`src/rtl/mem_arbiter.sv`:
```
// Two-port (fetch / data) memory arbiter issuing fixed-length bursts to an auto-incrementing memory.
// Optional macro ARB_RR_EN: round-robin tie breaking; otherwise the data port wins ties.
module mem_arbiter #(
    parameter int RD_LAT = 1
) (
    input  logic        clk,
    input  logic        rst,
    input  logic        f_req,
    input  logic [31:0] f_addr,
    input  logic [1:0]  f_size,
    output logic        f_gnt,
    output logic        f_rvalid,
    output logic [31:0] f_rdata,
    input  logic        d_req,
    input  logic        d_rd_wr,
    input  logic [31:0] d_addr,
    input  logic [1:0]  d_size,
    input  logic [31:0] d_wdata,
    output logic        d_gnt,
    output logic        d_wnext,
    output logic        d_rvalid,
    output logic [31:0] d_rdata,
    output logic [31:0] mem_addr,
    output logic [1:0]  mem_size,
    output logic        mem_rd_wr,
    output logic        mem_enable,
    output logic [31:0] mem_din,
    input  logic [31:0] mem_dout,
    input  logic        mem_busy
);

    localparam logic [1:0] SZ_BYTE  = 2'd0;
    localparam logic [1:0] SZ_WORD  = 2'd1;
    localparam logic [1:0] SZ_4WORD = 2'd2;
    localparam logic [1:0] SZ_8WORD = 2'd3;

    // Pending-beat pattern when only the final read beat is still in flight.
    localparam logic [RD_LAT-1:0] LAST_ONLY = RD_LAT'(1) << (RD_LAT - 1);

    typedef enum logic [1:0] {IDLE, BURST, DRAIN} state_t;

    state_t            state_q, state_d;
    logic [2:0]        beat_q, beat_d;
    logic [31:0]       addr_q, addr_d;
    logic [1:0]        size_q, size_d;
    logic              rd_wr_q, rd_wr_d;
    logic              own_d_q, own_d_d;
    logic [RD_LAT-1:0] pend_q, pend_d;
`ifdef ARB_RR_EN
    logic              pref_d_q, pref_d_d;
`endif

    logic       win_d;
    logic [2:0] last_beat;
    logic       in_burst;
    logic       rv;

    function automatic logic [2:0] last_of(input logic [1:0] sz);
        case (sz)
            SZ_BYTE:  last_of = 3'd0;
            SZ_WORD:  last_of = 3'd0;
            SZ_4WORD: last_of = 3'd3;
            SZ_8WORD: last_of = 3'd7;
            default:  last_of = 3'd0;
        endcase
    endfunction

    always_comb begin
        state_d   = state_q;
        beat_d    = beat_q;
        addr_d    = addr_q;
        size_d    = size_q;
        rd_wr_d   = rd_wr_q;
        own_d_d   = own_d_q;
        last_beat = last_of(size_q);
        // Each enabled read beat enters the latency pipe; its exit is the rvalid.
        pend_d    = pend_q << 1;
        pend_d[0] = (state_q == BURST) && rd_wr_q;
`ifdef ARB_RR_EN
        pref_d_d  = pref_d_q;
        win_d     = d_req && (!f_req || pref_d_q);
`else
        win_d     = d_req;
`endif
        case (state_q)
            IDLE: begin
                if (!mem_busy && (f_req || d_req)) begin
                    state_d = BURST;
                    beat_d  = 3'd0;
                    own_d_d = win_d;
                    addr_d  = win_d ? d_addr : f_addr;
                    size_d  = win_d ? d_size : f_size;
                    rd_wr_d = win_d ? d_rd_wr : 1'b1;
`ifdef ARB_RR_EN
                    pref_d_d = !win_d;
`endif
                end
            end
            BURST: begin
                if (beat_q == last_beat) begin
                    beat_d  = 3'd0;
                    state_d = rd_wr_q ? DRAIN : IDLE;
                end else begin
                    beat_d = beat_q + 3'd1;
                end
            end
            DRAIN: begin
                if (pend_q == LAST_ONLY || pend_q == '0)
                    state_d = IDLE;
            end
            default: state_d = IDLE;
        endcase
    end

    always_ff @(posedge clk) begin
        if (rst) begin
            state_q  <= IDLE;
            beat_q   <= 3'd0;
            addr_q   <= 32'd0;
            size_q   <= 2'd0;
            rd_wr_q  <= 1'b1;
            own_d_q  <= 1'b1;
            pend_q   <= '0;
`ifdef ARB_RR_EN
            pref_d_q <= 1'b1;
`endif
        end else begin
            state_q  <= state_d;
            beat_q   <= beat_d;
            addr_q   <= addr_d;
            size_q   <= size_d;
            rd_wr_q  <= rd_wr_d;
            own_d_q  <= own_d_d;
            pend_q   <= pend_d;
`ifdef ARB_RR_EN
            pref_d_q <= pref_d_d;
`endif
        end
    end

    assign in_burst   = (state_q == BURST);
    assign rv         = pend_q[RD_LAT-1];

    assign mem_enable = in_burst;
    assign mem_addr   = addr_q;
    assign mem_size   = size_q;
    assign mem_rd_wr  = rd_wr_q;
    assign mem_din    = (in_burst && !rd_wr_q) ? d_wdata : 32'd0;

    assign d_wnext    = in_burst && !rd_wr_q;
    assign d_gnt      = in_burst && (beat_q == 3'd0) && own_d_q;
    assign f_gnt      = in_burst && (beat_q == 3'd0) && !own_d_q;

    assign d_rvalid   = rv && own_d_q;
    assign f_rvalid   = rv && !own_d_q;
    assign d_rdata    = d_rvalid ? mem_dout : 32'd0;
    assign f_rdata    = f_rvalid ? mem_dout : 32'd0;

endmodule

```
`config.mk`:
```
export PLATFORM = sky130hd
export DESIGN_NAME = mem_arbiter
export DESIGN_NICKNAME = d
export VERILOG_FILES = /design/src/rtl/mem_arbiter.sv
export SDC_FILE = /design/constraint.sdc
export NUM_CORES = 1
export LEC_CHECK = 0
export ABC_AREA = 1
export ABC_CLOCK_PERIOD_IN_PS = 1200
export BUFFER_PORTS_ARGS = -buffer_cell sky130_fd_sc_hd__buf_2
export CORE_AREA = 2 2 108 110
export DETAILED_ROUTE_END_ITERATION = 16
export DIE_AREA = 0 0 110 112
export HOLD_SLACK_MARGIN = 0.1
export SYNTH_ARGS = -nofsm -noshare
export SYNTH_HDL_FRONTEND = slang
export SYNTH_SLANG_ARGS = --single-unit
```
`constraint.sdc`:
```
create_clock -name clk -period 1.2 [get_ports clk]
set_input_delay 0.18 -clock clk [delete_from_list [all_inputs] [get_ports clk]]
set_output_delay 0.18 -clock clk [all_outputs]
set_load 0.01 [all_outputs]
```
---- Yosys cells after proc, flatten, opt, wreduce, memory -nomap -nowiden ----
Index checks and enable logic that the tools add are counted.
cells by class
  muxes and demuxes ....................... 14
  reductions and logical operators ........ 20
  equality and inequality tests ........... 7
  $add $sub $neg .......................... 1
operators with widths
  cell                                                                      count
  32-bit two-way mux                                                        4
  3-bit case mux with 3 select lines                                        1
  1-bit logical AND                                                         8
  2-bit two-way mux                                                         4
  3-bit two-way mux                                                         2
  3-bit case mux with 2 select lines                                        1
  2-bit AND reduction                                                       3
  2-bit by 1-bit == test with 1-bit output (second input constant)          2
  2-bit == test (second input constant)                                     2
  2-bit logical NOT                                                         2
  2-bit case mux with 2 select lines                                        1
  3-bit by 1-bit adder with 3-bit output (second input constant)            1
  3-bit == test                                                             1
  1-bit logical NOT                                                         3
  3-bit logical NOT                                                         1
  2-bit by 1-bit inequality test with 1-bit output (second input constant)  1
  2-bit inequality test (second input constant)                             1
  2-bit nonzero test                                                        1
  2-bit OR reduction                                                        1
  1-bit logical OR                                                          1
  1-bit two-way mux                                                         1
word-level totals
  input port bits ......................... 138
  output and inout port bits .............. 137
  register bits after elaboration ......... 42
  word-level logic and storage cells ...... 49

---- Longest topological paths before layout ----
Gate-level depths: netlist of run 1.
  word-level depth ........................ 6
  depth in mapped cells ................... 8

---- Worst setup path before layout of run 1 ----
Ideal clock, no wire load.
  path kind ............................... register to output
  start point ............................. reg state_q[1]
  end point ............................... out mem_din[10]
  data arrival time ....................... 1123 ps
  data required time ...................... 1020 ps
  buffers on the path ..................... 1
  stages on the path, launching flop included .. 7
  setup slack ............................. -103 ps
  cell sequence ........................... dfxtp_1 -> inv_1 -> nand2_1 -> nor2_1 -> inv_1 -> buf_2 -> nor2_1
between the ends
  word-level cells in the longest chain between the ends .. 3
RTL lines
  element                                   RTL line  source
  from (decl)                               42        state_t state_q, state_d;
  from (signal assigned)                    128       state_q <= state_d;
  2-bit by 1-bit == test with 1-bit output  141       assign in_burst = (state_q == BURST);
  1-bit logical AND                         -
  via d_wnext                               20        output logic d_wnext,
  32-bit two-way mux                        148       assign mem_din = (in_burst && !rd_wr_q) ? d_wdata : 32'd0;
  to (decl)                                 27        output logic [31:0] mem_din,
The timed path passes the listed nets, and every way through them passes these cells.

---- Worst setup path in the final report of run 1 ----
  start point ............................. reg state_q[1]
  end point ............................... out mem_din[21]
between the ends
  word-level cells in the longest chain between the ends .. 3
RTL lines
  element                                   RTL line
  2-bit by 1-bit == test with 1-bit output  141
  1-bit logical AND                         148
  32-bit two-way mux                        148
Every way passes these cells.

==> results.yml, run 1 <==
drt:
  routed_wl_um: 13900
  detailedRoute.firstIterationViolations: 197
  drt_first_pass_iters: 4
  remaining_antenna_violation_count: 0
  avgViaCountPerCell: 4.31
  drt_drc_violations_left: 0
  num_vias: 3998
  wl_per_cell_um: 15.0
synth:
  post_synth.cell_area_avg_um2: 5.47
  yosys_register_bits: 42
  synth_top_area_share_pct: 31.5
  synth_cell_type_count: 19
  synth_sequential_area_ratio_pct: 31.5
  mappedNetlistArea_um2: 2670
  mapped_nets: 628
  ys_warn_count: 0
  yosysTopAreaCell: "dfxtp_1"
  synthCells: 488
  synth.top_cells.by_area: "dfxtp_1 31%, nand2_1 25%, nor2_1 14%, inv_1 11%, a21oi_1 7.3%"
clocking:
  tritoncts: "yes"
  ctsLongestPathBuffers: 2
  cts_root_buffer: "clkbuf_16"
  htree_levels: 2
  tritoncts.num_buffers: 5
  clkSinkCount: 42
  cts.clk_slew.worst_paths_ns: 0.06
  clock_latency_reported_for_the_late_side_of_the_worst_skew_pair_ns: 0.28
  holdBufCountCts: 0
sta:
  post-route-period-util_pct: 123
  fin_worst_skew_ns: 0.00532
  rsz_0062_raised_after_global_routing: "true"
  finalHoldViolations: 0
  maximum_frequency_from_static_timing_analysis_mhz: 680
  setup_violations: 102
  drv_slew: 0
  worst_rel_slew_slack_pct: 76.8
  totalNegativeSetupSlack_ns: -19.59
  final.setup.worst_slack_ns: -0.272
  finalWorstPathRequiredPeriod_ns: 1.47
  max_slew.worst_pin.slew_ns: 0.347
  fin_hold_ws_ns: 0.150
place:
  finalWeightedCongestion: 0.764
  dp_hpwl_um: 9470
  place.port_buffers: 274
  place_ws_ns: -0.109
final_layout:
  layout-drive-gt1-share_pct: 53.8
  synthToLayoutAreaGrowth_pct: 119
  num-nets-final: 920
  mostFrequentLayoutCells: "204 x buf_2, 178 x nand2_1, 76 x buf_6"
  layout_commonest_cell: "buf_2"
run:
  timing.max_cap.violations: 0
setup_path:
  worst-path-max-fanout: 8
  cp_data_arrival_time_ns: 1.29
  critPathCaptureType: "primary output"
  criticalPathCategory: "reg -> out"
  setup.worst_path.start_class: "flop"
  cp_data_required_time_ns: 1.02
floorplanning:
  die-height_um: 112
  die-area_um2: 12300
  die_width_um: 110
  floorplan.initialDensity_pct: 23.9
  ports: 275
  placementRows: 39
  core_um2: 11200
global_routing:
  pin_count_of_the_biggest_net_entering_global_routing: 35
  number_of_antenna_violations_at_the_first_check_in_global_routing: 4
  grt_pass1_vias: 3402
  grt_pass1_wl_um: 17200
  grtUsageTotal_pct: 18.0
  grt_remaining_overflow: 0
pwr:
  power.density_cell_area_nw_per_um2: 753
  totalPowerFinal_w: 0.00440
  power_leakage_nw: 3.19
  vdd.ir_drop.worst_v: 0.000450
min_path:
  hold_path.class: "in -> reg"
outcome:
  failing_checks: "setup timing"
  run_status: "finished, violations left"
## layer usage
layer | global-route usage, % | up-vias | routed length (µm)
met5 | 0 | - | 0
met4 | 4.05 | 0 | 391
met3 | 4.92 | 29 | 1190
met2 | 33.5 | 194 | 7140
met1 | 19.8 | 1761 | 5160
li1 | - | 2014 | -
## final timing paths
| kind | startpoint | slack (ns) | cells past startpoint | end |
|---|---|---|---|---|
| setup / recovery | state_q[1] | -0.27 | 7 | mem_din[21] |
| hold / removal | d_rd_wr | 0.15 | 3 | mem_rd_wr |
| setup reg to reg | state_q[0] | 0.07 | 6 | mem_addr[26] |
| hold reg to reg | mem_addr[22] | 0.46 | 2 | mem_addr[22] |
## what timing repair did
action                                 4_1_cts  5_1_grt
pin swaps                                    3        6
setup endpoints to repair                  102      108
setup buffers                                8        3
gates cloned                                 4        6
resized for setup                           58      203
endpoints found under the hold margin        0        0
## state kept, by name, summed over array words and instances, names as in the netlist
register / count
mem_addr: 32
beat_q: 3
mem_size: 2
state_q: 2
mem_rd_wr: 1
own_d_q: 1
pend_q: 1
## through the flow
step | std cells | util (%) | area [µm²]
2_1_floorplan | 488 | - | 2670
4_1_cts | 917 | 43.6 | 4870
3_5_place_dp | 900 | 38.7 | 4320
3_3_place_gp | 900 | 38.7 | 4320
5_1_grt | 926 | 52.3 | 5850
6_report | 927 | 52.3 | 5850
## power breakdown
part           internal, W  leakage, nW  switching, W
combinational     0.000589         2.76      0.000717
clock              0.00103       0.0830      0.000532
sequential         0.00148        0.345     0.0000571
## area by class of cell
| cell class | count | area (µm²) |
|---|---|---|
| fillers | 1115 | 5330 |
| repair buffers | 313 | 2350 |
| multi-input cells | 339 | 1970 |
| flip-flops and latches | 42 | 851 |
| inverters | 79 | 314 |
| well taps | 143 | 179 |
| clock buffers | 6 | 139 |
| clock inverters | 1 | 30.0 |
| diodes | 4 | 10.0 |
## critical path: stages (launching register included)
cell and delay (ns):
dfxtp_2 0.32, inv_2 0.06, nand2_4 0.05, nor2_4 0.11, inv_4 0.07, clkbuf_16 0.17, nor2_2 0.09, buf_2 0.14
## cell usage after synthesis
cell and instances:
nand2_1 181, o21ai_0 2, nor3_1 1, inv_1 77, nor2_1 101, xor2_1 1
nor4_1 1, inv_4 2, ha_1 2, nand2_2 1, buf_2 11, buf_6 3
o211ai_1 1, nand3_4 1, a21oi_1 39, buf_4 2, nand3_1 8, dfxtp_1 42
clkbuf_1 12
## cells by family (layout without fill, tap and decap cells)
| logic type | Yosys count | after routing | share of synthesized area, % |
|---|---|---|---|
| AND/OR/NAND/NOR | 294 | 294 | 42.4 |
| adder cells (fa/ha/maj) | 2 | 2 | 0.937 |
| XOR/XNOR | 1 | 1 | 0.328 |
| AO/OA/AOI/OAI | 42 | 42 | 7.96 |
| flip-flops | 42 | 42 | 31.5 |
| other | 0 | 4 | 0 |
| buffers and inverters | 107 | 399 | 16.9 |
(Power assumes the default switching activity.)
==> inputs of run 2 (changes only) <==
--- a/config.mk
+++ b/config.mk
@@ -7,11 +7,12 @@
 export LEC_CHECK = 0
 export ABC_AREA = 1
 export ABC_CLOCK_PERIOD_IN_PS = 1200
-export BUFFER_PORTS_ARGS = -buffer_cell sky130_fd_sc_hd__buf_2
 export CORE_AREA = 2 2 108 110
 export DETAILED_ROUTE_END_ITERATION = 16
 export DIE_AREA = 0 0 110 112
+export DONT_BUFFER_PORTS = 1
 export HOLD_SLACK_MARGIN = 0.1
+export MAX_ROUTING_LAYER = met4
 export SYNTH_ARGS = -nofsm -noshare
 export SYNTH_HDL_FRONTEND = slang
 export SYNTH_SLANG_ARGS = --single-unit
==> run 2 against run 1 <==
The flow finishes with violations (hold timing, setup timing). Clock-buffer cell count fell by 1. Sequential share of layout area rose by 2.2 points. First-iteration DRC count rose by 5.1%. Global-route usage rose by 0.56 points. Power fell by 13%. Worst hold slack got worse by 0.18 ns. Critical path depth did not move. Final area fell by 13%. Wire length fell by 3.5%. Flip-flop and latch count did not move.
==> results.yml, run 2 (synthesis results as in run 1) <==
clocking:
  tritoncts.num_buffers: 5
  clkSinkCount: 42
  holdBufCountCts: 2
  htree_levels: 2
  tritoncts: "yes"
  cts.clk_slew.worst_paths_ns: 0.06
  ctsLongestPathBuffers: 2
  cts_root_buffer: "clkbuf_16"
  clock_latency_reported_for_the_late_side_of_the_worst_skew_pair_ns: 0.28
min_path:
  hold_depth: 1
  hold_path.class: "in -> reg"
  min_to: "mem_addr[11]"
  hp-start: "rst"
floorplanning:
  floorplan.initialDensity_pct: 23.9
  die_width_um: 110
  die-area_um2: 12300
  core_um2: 11200
  die-height_um: 112
  placementRows: 39
  ports: 275
place:
  dp_hpwl_um: 9010
  detailed_place.area_um2: 3560
  place.port_buffers: 0
  post-place-cells: 711
  finalWeightedCongestion: 0.847
global_routing:
  grt_pass1_vias: 3124
  grt_remaining_overflow: 0
  grt_met2_use_pct: 35.9
  grtUsageTotal_pct: 18.5
  number_of_antenna_violations_at_the_first_check_in_global_routing: 1
  global_route.usage.met3_pct: 4.74
  use_met1_pct: 17.1
  top_usage_layer: "met2"
  grt_pass1_wl_um: 16800
  pin_count_of_the_biggest_net_entering_global_routing: 43
pwr:
  power_leakage_nw: 2.38
  totalPowerFinal_w: 0.00381
  vdd.ir_drop.worst_v: 0.000690
  power.density_cell_area_nw_per_um2: 752
sta:
  final.setup.worst_slack_ns: -0.305
  maximum_frequency_from_static_timing_analysis_mhz: 664
  rsz_0062_raised_after_global_routing: "true"
  drv_slew: 0
  fin_hold_ws_ns: -0.0346
  post-route-period-util_pct: 125
  worst_rel_slew_slack_pct: 79.7
  finalHoldViolations: 40
  max_slew.worst_pin.slew_ns: 0.304
  fin_worst_skew_ns: 0.00488
  finalWorstPathRequiredPeriod_ns: 1.51
  setup_violations: 120
final_layout:
  largest_register_ff_count: 32
  num-nets-final: 735
  synthToLayoutAreaGrowth_pct: 89.7
  fin_area_um2: 5070
  mostFrequentLayoutCells: "178 x nand2_1, 83 x nor2_4, 77 x buf_6"
  post_layout_nonfiller_instances: 739
  layout_commonest_cell: "nand2_1"
  post-route-util_pct: 45.4
  layout-drive-gt1-share_pct: 42.2
drt:
  detailedRoute.firstIterationViolations: 207
  wl_per_cell_um: 18.1
  routed_wl_um: 13400
  remaining_antenna_violation_count: 0
  drt_first_pass_iters: 4
  avgViaCountPerCell: 4.60
  num_vias: 3398
  drt_drc_violations_left: 0
setup_path:
  critical_path.reg2reg.endpoint: "mem_addr[23]"
  cp_data_arrival_time_ns: 1.33
  setup.worst_path.start_class: "flop"
  criticalPathCategory: "reg -> out"
  timing.critical_path.slowest_cell_delay_ns: 0.32
  worst-path-max-fanout: 16
  cp_data_required_time_ns: 1.02
  critPathLaunch: "state_q[1]"
  series_of_cell_instances_along_the_critical_path: "inv_2, nand2_4, nor2_4, inv_4, buf_12, nor2_2, buf_4"
  crit_path_top_delay_cell: "dfxtp_2"
  critPathCaptureType: "primary output"
  regToRegSetupSlack_ns: -0.02
  worst_r2r_startpoint: "state_q[0]"
  timing.reg2reg.worst_path_depth: 6
outcome:
  failing_checks: "hold timing, setup timing"
  run_status: "finished, violations left"
run:
  timing.max_cap.violations: 0
[run 2: cell types whose count changed in the layout (fill, tap and decap cells not counted), moves of 3 or more]
| cell | change |
|---|---|
| buf_2 | -204 |
| buf_4 | +17 |
| diode_2 | -3 |
| nor2_1 | -17 |
| nor2_4 | +16 |
[run 2: power by group]
part	switching, W	internal, W	total (W)
clock	0.000503	0.000750	0.00125
sequential	0.000103	0.00148	0.00159
combinational	0.000585	0.000390	0.000975
[run 2: stage by stage]
stage / setup TNS [ns] / hold slack (ns) / worst slack (ns)
global route: -29.44 / -0.0401 / -0.343
CTS: -20.51 / -0.0393 / -0.260
floorplan: -1.02 / 0.332 / -0.0339
global placement: -1.06 / 0.254 / -0.0527
finish: -20.41 / -0.0346 / -0.305
detailed placement: -0.887 / 0.254 / -0.0489
[run 2: cell type report]
| type | count | area, µm² |
|---|---|---|
| diodes | 1 | 2.50 |
| clock buffers | 5 | 125 |
| fillers | 1037 | 6110 |
| well taps | 143 | 179 |
| inverters | 79 | 319 |
| clock inverters | 2 | 10.0 |
| multi-input cells | 339 | 2100 |
| repair buffers | 128 | 1480 |
| flip-flops and latches | 42 | 850 |
[run 2: worst max path at each step]
stage / end / slack [ns]
floorplan: mem_din[10] / -0.03
global placement: beat_q[0] / -0.05
detailed placement: mem_addr[22] / -0.05
CTS: mem_din[11] / -0.26
global route: mem_din[24] / -0.34
finish: mem_din[24] / -0.31
[run 2: routing by layer]
layer	share of wire [%]	vias to the layer above	wire (µm)
li1	-	1634	-
met1	35	1550	4650
met2	53	182	7080
met3	8.9	32	1190
met4	3.6	0	486
met5	0	-	0
[run 2: what timing repair did]
item / in CTS / in global routing
hold endpoints to repair: 42 / 41
endpoints found under the setup margin: 140 / 142
setup buffers: 7 / 3
gates cloned: 5 / 5
gates resized for setup: 152 / 149
pin swaps: 2 / 5
[run 2: critical path, delay by kind of cell (launching register included)]
family	cells	cell delay [ns]
and+or+nand+nor	3	0.29
buffers and inverters	4	0.42
DFF	1	0.32
